[src/rtl/j_dspbus_sched.sv]
// Round-robin owner scheduler for the DSP local-bus port: one-hot grant,
// per-grant burst limit and a single dead turnaround cycle between owners.
module j_dspbus_sched #(
    parameter int NREQ     = 4,
    parameter int MAXBURST = 8
) (
    input  logic            clk,
    input  logic            reset,
    input  logic [NREQ-1:0] req,
    input  logic            beat,
    output logic [NREQ-1:0] gnt,
    output logic [1:0]      gnt_id,
    output logic            busy,
    output logic [2:0]      burst_cnt
);

    typedef enum logic [1:0] {IDLE, OWN, TURN} state_t;

    state_t          state_reg;
    logic [1:0]      last_id_reg;
    logic [NREQ-1:0] gnt_reg;
    logic [1:0]      gnt_id_reg;
    logic            busy_reg;
    logic [2:0]      burst_cnt_reg;
    logic [2:0]      burst_cnt_next;

    logic [1:0]      cand_idx [NREQ];
    logic [NREQ-1:0] cand_hit;
    logic [1:0]      win_id;
    logic            win_any;
    logic [NREQ-1:0] win_onehot;
    logic            owner_req;
    logic            last_beat;
    logic            release_now;

    // Candidate sums stay below 2*NREQ, so one conditional subtract wraps them.
    function automatic logic [1:0] wrap_idx(input logic [2:0] s);
        logic [2:0] r;
        r = (s >= 3'(NREQ)) ? (s - 3'(NREQ)) : s;
        return r[1:0];
    endfunction

    // Search order last_id+1, last_id+2, ..., last_id; slot NREQ-1 is last_id itself.
    generate
        for (genvar gi = 0; gi < NREQ; gi++) begin : g_cand
            assign cand_idx[gi]   = wrap_idx({1'b0, last_id_reg} + 3'(gi + 1));
            assign cand_hit[gi]   = req[cand_idx[gi]];
            assign win_onehot[gi] = (win_id == 2'(gi));
        end
    endgenerate

    always_comb begin
        win_id  = '0;
        win_any = |cand_hit;
        for (int k = NREQ - 1; k >= 0; k--) begin
            if (cand_hit[k]) begin
                win_id = cand_idx[k];
            end
        end
    end

    assign owner_req      = req[gnt_id_reg];
    assign burst_cnt_next = burst_cnt_reg + 3'd1;
    assign last_beat      = beat && (burst_cnt_reg == 3'(MAXBURST - 1));
    assign release_now    = !owner_req || last_beat;

    always_ff @(posedge clk) begin
        if (reset) begin
            state_reg     <= IDLE;
            last_id_reg   <= 2'(NREQ - 1);
            gnt_reg       <= '0;
            gnt_id_reg    <= '0;
            busy_reg      <= 1'b0;
            burst_cnt_reg <= '0;
        end else begin
            case (state_reg)
                IDLE, TURN: begin
                    if (win_any) begin
                        state_reg     <= OWN;
                        gnt_reg       <= win_onehot;
                        gnt_id_reg    <= win_id;
                        last_id_reg   <= win_id;
                        busy_reg      <= 1'b1;
                        burst_cnt_reg <= '0;
                    end else begin
                        state_reg <= IDLE;
                        gnt_reg   <= '0;
                        busy_reg  <= 1'b0;
                    end
                end
                OWN: begin
                    // The releasing beat is still counted; the count then
                    // holds until the next grant clears it.
                    if (beat) begin
                        burst_cnt_reg <= burst_cnt_next;
                    end
                    if (release_now) begin
                        state_reg <= TURN;
                        gnt_reg   <= '0;
                        busy_reg  <= 1'b0;
                    end
                end
                default: begin
                    state_reg <= IDLE;
                    gnt_reg   <= '0;
                    busy_reg  <= 1'b0;
                end
            endcase
        end
    end

    assign gnt       = gnt_reg;
    assign gnt_id    = gnt_id_reg;
    assign busy      = busy_reg;
    assign burst_cnt = burst_cnt_reg;

endmodule

[config.mk]
export PLATFORM = sky130hd
export DESIGN_NAME = j_dspbus_sched
export DESIGN_NICKNAME = d
export VERILOG_FILES = /design/src/rtl/j_dspbus_sched.sv
export SDC_FILE = /design/constraint.sdc
export NUM_CORES = 1
export LEC_CHECK = 0
export CORE_MARGIN = 10
export CORE_UTILIZATION = 30
export DETAILED_ROUTE_END_ITERATION = 10
export PLACE_DENSITY = 0.61
export SLEW_MARGIN = 20
export SYNTH_ARGS = -nofsm -noshare
export SYNTH_HDL_FRONTEND = slang
export SYNTH_SLANG_ARGS = --single-unit
[constraint.sdc]
create_clock -name clk -period 1.8 [get_ports clk]
set_input_delay 0.36 -clock clk [delete_from_list [all_inputs] [get_ports clk]]
set_output_delay 0.36 -clock clk [all_outputs]
set_load 0.05 [all_outputs]
==> results of run 1 <==
==> where the power goes <==
part	switching (mW)	total [mW]	internal [mW]	leakage, nW
logic	0.128	0.220	0.0922	0.248
registers	0.0215	0.333	0.311	0.107
clock network	0.0880	0.174	0.0856	0.0150
==> worst max-delay path: cells and delay by family <==
family | cells | cell delay (ns)
multiplexers | 1 | 0.51
buffers and inverters | 1 | 0.48
AND/OR/NAND/NOR | 2 | 0.35
AO/OA/AOI/OAI | 1 | 0.06
==> Yosys cell counts (2+ instances only) <==
| master | instances |
|---|---|
| a21o_1 | 2 |
| a21oi_1 | 8 |
| and3_1 | 2 |
| dfxtp_1 | 13 |
| ha_1 | 2 |
| nand2_1 | 9 |
| nand2b_1 | 5 |
| nand3_1 | 3 |
| nand3b_1 | 2 |
| nor2_1 | 8 |
| nor3b_2 | 2 |
==> layer usage <==
metal / routed length, um / vias to the layer above / global-route usage, %
li1: - / 306 / -
met1: 678 / 252 / 7.77
met2: 689 / 10 / 12.0
met3: 89 / 2 / 3.85
met4: 9 / 0 / 2.31
met5: 0 / - / 0
==> path summary, 6_finish.rpt <==
kind,from,end,slack [ns],cells past startpoint
max,req[3],gnt[1],0.19,5
min reg2reg,gnt[0],gnt[0],0.46,2
min,gnt[0],gnt[0],0.46,2
max reg2reg,gnt_id[1],gnt[1],0.36,4
==> cells by family (layout without fill, tap and decap cells) <==
kind of cell,after synthesis,count (layout)
and+or+nand+nor,38,38
AOI/OAI and AO/OA,16,16
DFF,13,13
adders and majority gates,2,2
buffers and inverters,2,25
muxes,1,1
==> cell type report <==
type                       count  area (um2)  share of cell area, %
timing repair buffer          21         173                   19.5
clock buffer                   4        26.3                   2.97
tap                           27        33.8                   3.82
multi-input combinational     57         390                   44.2
sequential                    13         260                   29.5
==> stage by stage <==
stage                     instance area [um2]  util (%)  setup TNS (ns)  worst slack, ns  instances
final                                     883      43.3               0            0.190        122
after global routing                      883      43.3               0            0.122        122
after CTS                                 883      43.3               0            0.191        122
after detailed placement                  857      42.0          -0.422          -0.0907        118
after global placement                    857      42.0          -0.453           -0.102        118
after floorplan                           666         -               0           0.0678         72
==> placed cells by master (no fill, tap or decap), types with 2 or more instances in the layout <==
cell             count
nand3b_1             2
ha_1                 2
clkbuf_4             3
nand2_1              9
and3_1               2
a21o_1               2
a21oi_1              8
nand2b_1             5
nor2_1               8
nor3b_2              2
nand3_1              3
clkdlybuf4s50_1      6
buf_4               15
dfxtp_1             13
==> impl_metrics.env, run 1 <==
export IMPL_synth_ff_type="dfxtp_1"
export IMPL_yosysSeqAreaShare_pct=39.1
export IMPL_holdWs_ns=0.459
export IMPL_diodes=0
export IMPL_yosysTopAreaCell="dfxtp_1"
export IMPL_detail_route_wl_per_cell_um=12.0
export IMPL_synthMuxAreaShare_pct=3.38
export IMPL_irDropWorstVdd_mv=0.438
export IMPL_die_y_um=67.1
export IMPL_synth_seq_cells=13
export IMPL_cp_cell_sequence="clkdlybuf4s50_1 > mux4_2 > and3_1 > nand3b_2 > o41ai_2"
export IMPL_power_uw=727
export IMPL_antenna_found_initial=0
export IMPL_criticalPathCategory="input port to register"
export IMPL_dieArea_um2=4500
export IMPL_synthCells=72
export IMPL_cts_setup_buffers=0
export IMPL_cts_made_buffers=3
export IMPL_synth_edf_count=0
export IMPL_synthAdderAreaFrac_pct=3.76
export IMPL_synth_compound_area_share_pct=19.5
export IMPL_first_pass_iters=4
export IMPL_synthToLayoutAreaGrowth_pct=32.7
export IMPL_vias_per_cell=4.67
export IMPL_die_x_um=67.1
export IMPL_drv_slew=0
export IMPL_rows=16
export IMPL_leakage_nw=0.370
export IMPL_cts_tree="yes"
export IMPL_overflow=0
export IMPL_grt_max_degree=11
export IMPL_core_area_um2=2040
export IMPL_gp_congestion=0.759
export IMPL_cts_root_buf="clkbuf_4"
export IMPL_nets=105
export IMPL_pin_count=17
export IMPL_critPathSlowestCell="mux4_2"
export IMPL_finalHoldViolCount=0
export IMPL_grt_setup_unrepaired="false"
export IMPL_critPathArrivalTime_ns=1.75
export IMPL_drt_initial_drc_count=13
export IMPL_largest_register_ffs=4
export IMPL_vias=570
export IMPL_outcome="complete, no violations"
export IMPL_yosysTopAreaCellShare_pct=39.1
export IMPL_worstPathRequired_ns=1.94
export IMPL_grt_pass1_vias=589
export IMPL_min_period_ns=1.61
export IMPL_syn_num_nets=81
export IMPL_cts_resized_gates=0
export IMPL_path_max_fanout=6
export IMPL_drive_above_1_share_pct=26.3
export IMPL_clockBufferDepth=2
export IMPL_syn_avg_cell_area_um2=9.24
export IMPL_setup_viol=0
export IMPL_hpwl_um=1180
export IMPL_max_cap_violations=0
export IMPL_yosysWarnings=0
export IMPL_synth_simple_gate_area_share_pct=32.0
export IMPL_drc=0
export IMPL_cts_clk_slew_worst_paths_ns=0.07
export IMPL_hp_class="register to register"
export IMPL_synth_top_family_by_area="simple AND/OR/NAND/NOR gates"
export IMPL_ys_top_cells_by_area="dfxtp_1, a21oi_1, nand2_1"
export IMPL_drt_wl_total_um=1470
export IMPL_period_share_pct=89.5
export IMPL_cts_max_level=1
export IMPL_fin_skew_ns=0.00398
export IMPL_synthArstFlopShare_pct=0
export IMPL_grtUsageTotal_pct=7.23
export IMPL_antenna_left=0
export IMPL_grt_pass1_wl_um=2550
export IMPL_start_kind="input port"
export IMPL_start_util_pct=32.6
export IMPL_worstSkewPairLatency_ns=0.27
export IMPL_cpPeakStageDelay_ns=0.51
export IMPL_synth_area_um2=666
export IMPL_fillers=214
export IMPL_cellPowerDensity_nw_per_um2=822
export IMPL_tightestPinTransition_ns=0.329
export IMPL_slew_headroom_pct=78.0
export IMPL_synth_distinct_cells=27
export IMPL_synth_xor_area_share_pct=0
export IMPL_max_clock_freq_mhz=621
export IMPL_port_buffers=16
export IMPL_hold_buffers=0
export IMPL_cts_sinks=13
export IMPL_end_kind="register"
No activity file was read; power rests on OpenSTA's default activity.
==> run 2, diff against run 1 <==
--- a/config.mk
+++ b/config.mk
@@ -6,9 +6,9 @@
 export NUM_CORES = 1
 export LEC_CHECK = 0
 export CORE_MARGIN = 10
-export CORE_UTILIZATION = 30
+export CORE_UTILIZATION = 46
 export DETAILED_ROUTE_END_ITERATION = 10
-export PLACE_DENSITY = 0.61
+export PLACE_DENSITY = 0.84
 export SLEW_MARGIN = 20
 export SYNTH_ARGS = -nofsm -noshare
 export SYNTH_HDL_FRONTEND = slang
==> run 2 against run 1 <==
  * First-iteration DRC count decreased by 46%
  * Cell area decreased by 0.85%
  * Register-to-register slack about the same
  * Worst setup slack better by 0.014 ns
  * Critical endpoint unchanged
  * Largest power group unchanged
==> impl_metrics.env, run 2 (synthesized netlist as in run 1, its figures left out) <==
export IMPL_outcome="complete, no violations"
export IMPL_irDropWorstVdd_mv=0.507
export IMPL_dp_cells=107
export IMPL_cts_made_buffers=3
export IMPL_dieArea_um2=3370
export IMPL_slew_headroom_pct=71.4
export IMPL_diodes=0
export IMPL_antenna_found_initial=0
export IMPL_vias_per_cell=5.59
export IMPL_start_util_pct=49.9
export IMPL_cts_setup_buffers=0
export IMPL_setup_viol=0
export IMPL_period_share_pct=88.7
export IMPL_intPower_uw=489
export IMPL_grt_max_degree=12
export IMPL_rows=13
export IMPL_pwr_share_comb_pct=30.1
export IMPL_gp_congestion=0.825
export IMPL_first_pass_iters=4
export IMPL_crit_family="multiplexers"
export IMPL_die_x_um=58.0
export IMPL_p_switching_uw=250
export IMPL_start_kind="input port"
export IMPL_grt_pass1_vias=627
export IMPL_cellPowerDensity_nw_per_um2=844
export IMPL_worstPathRequired_ns=1.95
export IMPL_cts_root_buf="clkbuf_4"
export IMPL_hold_buffers=0
export IMPL_power_uw=739
export IMPL_worstSkewPairLatency_ns=0.27
export IMPL_critPathArrivalTime_ns=1.75
export IMPL_stdcell_count=111
export IMPL_overflow=0
export IMPL_critPathSlowestCell="mux4_2"
export IMPL_cp_cell_sequence="clkdlybuf4s50_1 > mux4_2 > and3_1 > nand3b_2 > o41ai_2"
export IMPL_tightestPinTransition_ns=0.428
export IMPL_drc=0
export IMPL_fin_skew_ns=0.00139
export IMPL_core_area_um2=1330
export IMPL_final_common_cell="buf_4"
export IMPL_cts_tree="yes"
export IMPL_nets=106
export IMPL_cts_sinks=13
export IMPL_cts_clk_slew_worst_paths_ns=0.08
export IMPL_leakage_nw=0.374
export IMPL_detail_route_wl_per_cell_um=14.3
export IMPL_end_kind="register"
export IMPL_cts_resized_gates=0
export IMPL_drv_slew=0
export IMPL_power_share_clock_pct=24.6
export IMPL_port_buffers=16
export IMPL_cpPeakStageDelay_ns=0.49
export IMPL_drt_initial_drc_count=7
export IMPL_grtUsageTotal_pct=9.86
export IMPL_grt_setup_unrepaired="false"
export IMPL_vias=620
export IMPL_hp_class="register to register"
export IMPL_grt_pass1_wl_um=2740
export IMPL_path_max_fanout=6
export IMPL_drive_above_1_share_pct=27.1
export IMPL_clockBufferDepth=2
export IMPL_die_y_um=58.0
export IMPL_antenna_left=0
export IMPL_seq_power_share_pct=45.3
export IMPL_criticalPathCategory="input port to register"
export IMPL_min_period_ns=1.60
export IMPL_final_cell_mix="buf_4, dfxtp_1, nand2_1"
export IMPL_power_switching_share_pct=33.8
export IMPL_synthToLayoutAreaGrowth_pct=31.6
export IMPL_max_clock_freq_mhz=627
export IMPL_largest_register_ffs=4
export IMPL_drt_wl_total_um=1590
export IMPL_finalHoldViolCount=0
export IMPL_max_cap_violations=0
export IMPL_pin_count=17
export IMPL_cts_max_level=1
export IMPL_path_buf_inv=1
export IMPL_hpwl_um=1250
==> run 2: cell count changes in the layout (fill, tap and decap cells not counted) <==
cell,change
buf_4,+1
==> run 2: worst register-to-register path: cells and delay by family (launching register included) <==
family / cells / cell delay (ns)
multiplexers: 1 / 0.51
flip-flops: 1 / 0.39
AND/OR/NAND/NOR: 2 / 0.35
AO/OA/AOI/OAI: 1 / 0.07
==> run 2: path summary, 6_finish.rpt <==
check / start / end / slack (ns) / cells after the start
max: req[3] / gnt[1] / 0.20 / 5
min reg2reg: gnt[0] / gnt[0] / 0.47 / 2
max reg2reg: gnt_id[1] / gnt[1] / 0.36 / 4
min: gnt[0] / gnt[0] / 0.47 / 2
==> run 2: per-layer routing <==
metal  up-vias  track usage (%)  wire [um]
met5         -                0          0
met3         2             4.58         97
met4         0             2.01          8
met1       297             10.7        687
li1        307                -          -
met2        14             17.0        795
==> run 2: area by class of cell <==
| class | instances | area, um2 |
|---|---|---|
| Fill cell | 117 | 458 |
| Multi-Input combinational cell | 57 | 390 |
| Sequential cell | 13 | 260 |
| Timing Repair Buffer | 22 | 180 |
| Clock buffer | 4 | 26.3 |
| Tap cell | 15 | 18.8 |
==> run 2: per-stage QoR <==
| step | util (%) | worst slack [ns] | hold WS [ns] | instance area [um2] | TNS [ns] |
|---|---|---|---|---|---|
| after CTS | 65.7 | 0.218 | 0.479 | 876 | 0 |
| after detailed placement | 63.7 | -0.0739 | 0.452 | 850 | -0.297 |
| final | 65.7 | 0.204 | 0.472 | 876 | 0 |
| after floorplan | - | 0.0678 | 0.430 | 666 | 0 |
| after global routing | 65.7 | 0.102 | 0.501 | 876 | 0 |
| after global placement | 63.7 | -0.0378 | 0.453 | 850 | -0.144 |
==> run 2: power groups by stage <==
stage	Sequential (mW)	Clock (mW)	Combinational [mW]
2_1_floorplan	0.392	0	0.0958
3_3_place_gp	0.340	0	0.219
3_5_place_dp	0.341	0	0.222
4_1_cts	0.335	0.185	0.225
5_1_grt	0.338	0.200	0.240
6_report	0.335	0.182	0.222
==> run 3, diff against run 2 <==
--- a/config.mk
+++ b/config.mk
@@ -5,8 +5,9 @@
 export SDC_FILE = /design/constraint.sdc
 export NUM_CORES = 1
 export LEC_CHECK = 0
+export ABC_AREA = 1
 export CORE_MARGIN = 10
-export CORE_UTILIZATION = 46
+export CORE_UTILIZATION = 48
 export DETAILED_ROUTE_END_ITERATION = 10
 export PLACE_DENSITY = 0.84
 export SLEW_MARGIN = 20
==> run 3 against run 2 <==
  * Count of clock-buffer cells in the layout is the same
  * Synthesized cell count increased by 61%
  * Die area grew 8.7%
  * Clock skew up 0.00056 ns
  * Critical path type is now register to register
==> impl_metrics.env, run 3 <==
export IMPL_outcome="complete, no violations"
export IMPL_path_max_fanout=8
export IMPL_drc=0
export IMPL_cp_num_cells=11
export IMPL_synth_edf_count=0
export IMPL_largest_register_ffs=4
export IMPL_die_y_um=60.5
export IMPL_hpwl_um=1420
export IMPL_drt_initial_drc_count=13
export IMPL_path_buf_inv=1
export IMPL_grt_pass1_wl_um=3220
export IMPL_irDropWorstVdd_mv=1.23
export IMPL_synth_seq_cells=13
export IMPL_yosys_top_cells_count="nand2_1, inv_1, dfxtp_1"
export IMPL_yosysTopAreaCell="dfxtp_1"
export IMPL_core_area_um2=1520
export IMPL_die_x_um=60.5
export IMPL_critPathSlowestCell="dfxtp_1"
export IMPL_p_switching_mw=1.00
export IMPL_syn_num_nets=125
export IMPL_cts_resized_gates=0
export IMPL_final_cell_mix="nand2_1, inv_1, dfxtp_1"
export IMPL_yosysWarnings=0
export IMPL_grt_max_degree=9
export IMPL_synth_area_um2=788
export IMPL_reg2reg_depth=11
export IMPL_max_cap_violations=0
export IMPL_synth_distinct_cells=20
export IMPL_start_kind="register"
export IMPL_vias_per_cell=5.06
export IMPL_final_core_util_pct=63.6
export IMPL_hp_class="register to register"
export IMPL_hold_depth=2
export IMPL_cts_setup_buffers=0
export IMPL_critPathArrivalTime_ns=1.76
export IMPL_cts_clk_slew_worst_paths_ns=0.07
export IMPL_synth_ff_type="dfxtp_1"
export IMPL_seq_power_share_pct=26.6
export IMPL_min_period_ns=1.60
export IMPL_detail_route_wl_per_cell_um=11.8
export IMPL_drt_wl_total_um=1790
export IMPL_cts_tree="yes"
export IMPL_antenna_found_initial=0
export IMPL_criticalPathCategory="register to register"
export IMPL_yosysTopAreaCellShare_pct=33.0
export IMPL_gp_congestion=0.915
export IMPL_overflow=0
export IMPL_crit_family="simple AND/OR/NAND/NOR gates"
export IMPL_syn_avg_cell_area_um2=6.80
export IMPL_tightestPinTransition_ns=0.422
export IMPL_holdWs_ns=0.471
export IMPL_first_pass_iters=4
export IMPL_nets=146
export IMPL_drive_above_1_share_pct=22.8
export IMPL_cts_root_buf="clkbuf_4"
export IMPL_port_buffers=16
export IMPL_use_met2_pct=18.4
export IMPL_grt_pass1_vias=775
export IMPL_vias=769
export IMPL_worst_slack_ns=0.195
export IMPL_synthCells=116
export IMPL_grtUsageTotal_pct=11.1
export IMPL_slew_headroom_pct=71.8
export IMPL_top_usage_layer="met2"
export IMPL_cp_cell_sequence="inv_8 > nand2_1 > nand2_2 > nand2_1 > nand2_1 > nand2_1 > nand2_1 > nand2_2 > nand2_2 > a21oi_1 > o21ai_0"
export IMPL_hold_buffers=0
export IMPL_end_kind="register"
export IMPL_grt_use_met3_pct=2.92
export IMPL_fillers=138
export IMPL_power_share_clock_pct=9.5
export IMPL_start_util_pct=51.7
export IMPL_dieArea_um2=3660
export IMPL_met1_usage_pct=12.8
export IMPL_clockBufferDepth=2
export IMPL_worstPathRequired_ns=1.96
export IMPL_cts_sinks=13
export IMPL_synthArstFlopShare_pct=0
export IMPL_crit_path_frequent_cell="nand2_1"
export IMPL_worstSkewPairLatency_ns=0.28
export IMPL_synthToLayoutAreaGrowth_pct=23.0
export IMPL_power_switching_share_pct=53.4
export IMPL_max_clock_freq_mhz=623
export IMPL_pwr_share_comb_pct=64.0
export IMPL_cts_max_level=1
export IMPL_leakage_nw=0.519
export IMPL_grt_setup_unrepaired="false"
export IMPL_ys_top_cells_by_area="dfxtp_1, nand2_1, inv_1"
export IMPL_setup_viol=0
export IMPL_cpPeakStageDelay_ns=0.58
export IMPL_rows=14
export IMPL_pre_cts_ws_ns=-0.0650
export IMPL_period_share_pct=89.2
export IMPL_yosysSeqAreaShare_pct=33.0
export IMPL_drv_slew=0
export IMPL_final_common_cell="nand2_1"
export IMPL_fin_skew_ns=0.00195
export IMPL_intPower_uw=872
export IMPL_antenna_left=0
export IMPL_cts_made_buffers=3
export IMPL_cellPowerDensity_nw_per_um2=1930
export IMPL_diodes=0
export IMPL_finalHoldViolCount=0
export IMPL_synth_most_common_cell="nand2_1"
export IMPL_pin_count=17
-- run 3: cell types whose count changed in the layout (fill, tap and decap cells not counted), sizes merged, moves of 3 or more --
cell | previous run | this run
a21oi | 8 | 12
o21ai | 1 | 4
nand3b | 3 | 0
o211ai | 0 | 3
nand2b | 5 | 0
inv | 0 | 18
nand3 | 3 | 12
buf | 16 | 12
nand2 | 9 | 41
-- run 3: worst reg2reg max path, cell delays in order, from the launching register on --
cell	delay (ns)
dfxtp_1	0.58
inv_8	0.08
nand2_1	0.09
nand2_2	0.06
nand2_1	0.08
nand2_1	0.06
nand2_1	0.09
nand2_1	0.07
nand2_2	0.09
nand2_2	0.06
a21oi_1	0.13
o21ai_0	0.11
-- run 3: final timing paths --
kind	startpoint	to	slack [ns]
setup / recovery	last_id_reg[0]	last_id_reg[0]	0.20
hold / removal	gnt[3]	gnt[3]	0.47
setup reg to reg	last_id_reg[0]	last_id_reg[0]	0.20
hold reg to reg	gnt[3]	gnt[3]	0.47
-- run 3: stage by stage --
| stage | std cells | TNS (ns) | power, mW | cell area, um2 |
|---|---|---|---|---|
| global placement | 148 | -0.0308 | 1.68 | 943 |
| finish | 152 | 0 | 1.87 | 970 |
| CTS | 152 | 0 | 1.88 | 970 |
| detailed placement | 148 | -0.112 | 1.70 | 943 |
| floorplan | 116 | 0 | 1.44 | 788 |
| global route | 152 | 0 | 2.05 | 970 |
-- run 3: cells by family after synthesis --
family,after synthesis,synth area share (%)
compound gates,19,14.9
buf+inv,20,11.4
flops,13,33.0
simple gates,62,37.5
fa+ha+maj,2,3.17
-- run 3: routing by layer --
layer	vias up	share of wire, %
li1	406	-
met2	16	48
met1	342	47
met5	-	0
met4	0	1.8
met3	5	3.6
-- run 3: power groups by stage --
stage          combinational (mW)  clock [mW]  sequential (mW)
2_1_floorplan               0.739           0            0.704
3_3_place_gp                 1.18           0            0.500
6_report                     1.20       0.177            0.498
3_5_place_dp                 1.20           0            0.502
4_1_cts                      1.21       0.181            0.497
5_1_grt                      1.34       0.194            0.515
-- run 3: layout make-up --
type                            count  area, um2  area share, %
Clock buffer                        4       26.3           2.71
Sequential cell                    13        260           26.8
Tap cell                           16       20.0           2.06
Inverter                           18       75.1           7.74
Timing Repair Buffer               18        150           15.5
Multi-Input combinational cell     83        438           45.2
